`config.mk`:
```
export PLATFORM = sky130hd
export DESIGN_NAME = e_bloques_datos
export DESIGN_NICKNAME = d
export VERILOG_FILES = /design/src/rtl/e_bloques_datos.sv
export SDC_FILE = /design/constraint.sdc
export NUM_CORES = 1
export LEC_CHECK = 0
export ABC_CLOCK_PERIOD_IN_PS = 800
export BUFFER_PORTS_ARGS = -buffer_cell sky130_fd_sc_hd__buf_2
export CAP_MARGIN = 25
export CORE_AREA = 2 2 39 41
export CTS_CLUSTER_DIAMETER = 80
export DETAILED_ROUTE_END_ITERATION = 16
export DIE_AREA = 0 0 41 43
export PLACE_DENSITY = 0.3
export SLEW_MARGIN = 40
export SYNTH_ARGS = -nofsm -noshare
export SYNTH_HDL_FRONTEND = slang
export SYNTH_SLANG_ARGS = --single-unit
```
`constraint.sdc`:
```
create_clock -name clk -period 0.8 [get_ports clk]
set_clock_uncertainty 0.05 [all_clocks]
set_input_delay 0.12 -clock clk [delete_from_list [all_inputs] [get_ports clk]]
set_output_delay 0.12 -clock clk [all_outputs]
set_load 0.05 [all_outputs]
```
`src/rtl/e_bloques_datos.sv`:
```
// rtl/e_bloques_datos.sv - registered one-hot counter enables decoded from the data-block select code
// Decoding happens before the flops, so the enables come straight from registers with async clear.
module e_bloques_datos #(
  parameter logic [3:0] COD_I     = 4'd1,
  parameter logic [3:0] COD_MS    = 4'd2,
  parameter logic [3:0] COD_FECHA = 4'd3,
  parameter logic [3:0] COD_HORA  = 4'd4,
  parameter logic [3:0] COD_CRONO = 4'd5
) (
  input  logic       clk,
  input  logic       reset,
  input  logic [3:0] Selec_Mux_DDw,
  output logic       enable_cont_I,
  output logic       enable_cont_MS,
  output logic       enable_cont_fecha,
  output logic       enable_cont_hora,
  output logic       enable_cont_crono
);

  // Bit order {I, MS, fecha, hora, crono}.
  logic [4:0] enable_d;
  logic [4:0] enable_q;

  // The priority chain keeps the outputs one-hot even when two codes are configured equal.
  always_comb begin
    enable_d = 5'b00000;
    if (Selec_Mux_DDw == COD_I) begin
      enable_d = 5'b10000;
    end else if (Selec_Mux_DDw == COD_MS) begin
      enable_d = 5'b01000;
    end else if (Selec_Mux_DDw == COD_FECHA) begin
      enable_d = 5'b00100;
    end else if (Selec_Mux_DDw == COD_HORA) begin
      enable_d = 5'b00010;
    end else if (Selec_Mux_DDw == COD_CRONO) begin
      enable_d = 5'b00001;
    end
  end

  always_ff @(posedge clk or negedge reset) begin
    if (!reset) begin
      enable_q <= 5'b00000;
    end else begin
      enable_q <= enable_d;
    end
  end

  assign enable_cont_I     = enable_q[4];
  assign enable_cont_MS    = enable_q[3];
  assign enable_cont_fecha = enable_q[2];
  assign enable_cont_hora  = enable_q[1];
  assign enable_cont_crono = enable_q[0];

endmodule

```
==> impl_metrics.env <==
export IMPL_status="finished, violations left"
export IMPL_violations="setup timing"
export IMPL_synth_top_cell_area_share_pct=70.9
export IMPL_final_cells=41
export IMPL_crit_chain="buf_6"
export IMPL_post_cts_buffers=0
export IMPL_fin_crit_ns=0.918
export IMPL_synth_cell_types=3
export IMPL_initial_utilization_pct=12.7
export IMPL_die_w_um=41
export IMPL_clk_pin_slew_ns=0.04
export IMPL_drt_iter0_markers=3
export IMPL_synth_area_per_cell_um2=17.6
export IMPL_antenna_found_initial=0
export IMPL_dieHeight_um=43
export IMPL_critPathCaptureType="primary output"
export IMPL_hold_class="input port to register"
export IMPL_area_growth_syn_to_layout_pct=78.0
export IMPL_ios=11
export IMPL_grt_usage_pct=4.63
export IMPL_ant_nets=0
export IMPL_viasPerCell=3.54
export IMPL_ys_ff_latch=5
export IMPL_whs_ns=0.0511
export IMPL_largestRegisters="enable_q x5"
export IMPL_ir_drop_uv=346
export IMPL_top_register="enable_q"
export IMPL_required_ns=0.63
export IMPL_period_share_pct=115
export IMPL_power_total_uw=617
export IMPL_synth_top_cell_by_area="dfrtp_1"
export IMPL_rsz0062_at_grt="yes"
export IMPL_grt_pass1_vias=121
export IMPL_wl_um=364
export IMPL_netlist_area_um2=176
export IMPL_setup_viol=5
export IMPL_powerDensity_nw_per_um2=1960
export IMPL_die_area_um2=1760
export IMPL_yosysSeqAreaShare_pct=70.9
export IMPL_synthesis_nets=16
export IMPL_grt_max_degree=6
export IMPL_largest_reg_flops=5
export IMPL_clock_sinks=5
export IMPL_hp_start="Selec_Mux_DDw[0]"
export IMPL_fin_ws_ns=-0.118
export IMPL_via_count=145
export IMPL_num_fill_cells=152
export IMPL_finalNetCount=32
export IMPL_place_ws_ns=0.0224
export IMPL_crit_buf_inv=1
export IMPL_rows=14
export IMPL_yosys_top_cells_area="dfrtp_1, nor4b_1, and4bb_2"
export IMPL_overflow=0
export IMPL_diodes=0
export IMPL_cts_root_buf="clkbuf_4"
export IMPL_portBuffers=10
export IMPL_arrival_ns=0.75
export IMPL_holdPathStages=2
export IMPL_synth_edff_count=0
export IMPL_cellLeakagePower_nw=0.149
export IMPL_relSlewSlack_pct=79.7
export IMPL_crit_family="flip-flops"
export IMPL_routedWlPerCell_um=8.88
export IMPL_grt_pass1_wl_um=441
export IMPL_slowest_delay_ns=0.36
export IMPL_path_class="register to primary output"
export IMPL_dp_cells=36
export IMPL_synth_most_common_cell="dfrtp_1"
export IMPL_drt_pre_antenna_iters=5
export IMPL_worst_pin_slew_ns=0.301
export IMPL_synthFlopType="dfrtp_1"
export IMPL_drc=0
export IMPL_max_cap_violations=0
export IMPL_cts_buffer_depth=2
export IMPL_async_flop_share_pct=100
export IMPL_htree_levels=1
export IMPL_cp_start_kind="register"
export IMPL_yosys_top_cells_count="dfrtp_1, nor4b_1, and4bb_2"
export IMPL_gp_congestion=0.607
export IMPL_crit_slowest_cell="dfrtp_1"
export IMPL_yosysWarnings=0
export IMPL_cts_inserted_buffers=3
export IMPL_holdPathEnd="enable_q[3]$_DFF_PN0_"
export IMPL_critPathMaxFanout=1
export IMPL_cts_tree="done"
export IMPL_max_freq_ghz=1.09
export IMPL_drv_slew=0
export IMPL_finalHoldViolations=0
export IMPL_drive_gt1_share_pct=60.0
export IMPL_core_area_um2=1380
export IMPL_synth_cells=10
-- layer usage --
metal,wire (um),track usage [%],part of all wire [%]
met1,168,5.19,46
met2,150,4.69,41
met4,0,10.0,0
met3,46,0,13
met5,0,0,0
-- final cells by class --
cell class,count,area [um2],share of cell area (%)
Tap cell,16,20.0,6.37
Sequential cell,5,125,39.8
Clock buffer,4,26.3,8.37
Timing Repair Buffer,11,91.3,29.1
Multi-Input combinational cell,5,51.3,16.3
-- report_power, final --
group          internal, mW  switching [mW]  leakage, nW
logic                0.0323          0.0441       0.0650
clock network         0.188          0.0895       0.0150
registers             0.261         0.00270       0.0686
-- worst max-delay path by stage --
stage,start,end,slack [ns],depth (start not counted)
CTS,enable_q[1]$_DFF_PN0_,enable_cont_hora,-0.13,1
floorplan,enable_q[4]$_DFF_PN0_,enable_cont_I,0.04,0
global route,enable_q[2]$_DFF_PN0_,enable_cont_fecha,-0.14,1
finish,enable_q[4]$_DFF_PN0_,enable_cont_I,-0.12,1
detailed placement,Selec_Mux_DDw[1],enable_q[1]$_DFF_PN0_,0.02,2
global placement,Selec_Mux_DDw[1],enable_q[1]$_DFF_PN0_,0.05,2
-- kinds of logic (layout without fill, tap and decap cells) --
logic type	count (synthesis)	count (layout)	share of synthesized area (%)
DFF	5	5	70.9
buffers and inverters	0	15	0
and+or+nand+nor	5	5	29.1
-- per-stage QoR --
stage / util (%) / instance area, um2 / TNS, ns
finish: 22.7 / 314 / -0.586
global route: 22.7 / 314 / -0.707
CTS: 22.7 / 314 / -0.655
detailed placement: 17.8 / 246 / 0
global placement: 17.8 / 246 / 0
floorplan: - / 176 / 0
-- cell usage in the layout, fill, tap and decap left out --
cell type / instances
dfrtp_1: 5
and4bb_2: 2
clkbuf_4: 3
buf_6: 5
dlygate4sd3_1: 1
nor4b_1: 3
clkbuf_1: 1
buf_2: 5
-- timing repair --
item / in CTS / in global routing
setup endpoints to repair: 5 / 5
pin swaps: 0 / 0
hold buffers: 1 / 0
hold endpoints to repair: 5 / 0
resized for setup: 10 / 0
No activity file was read; power rests on OpenSTA's default activity.
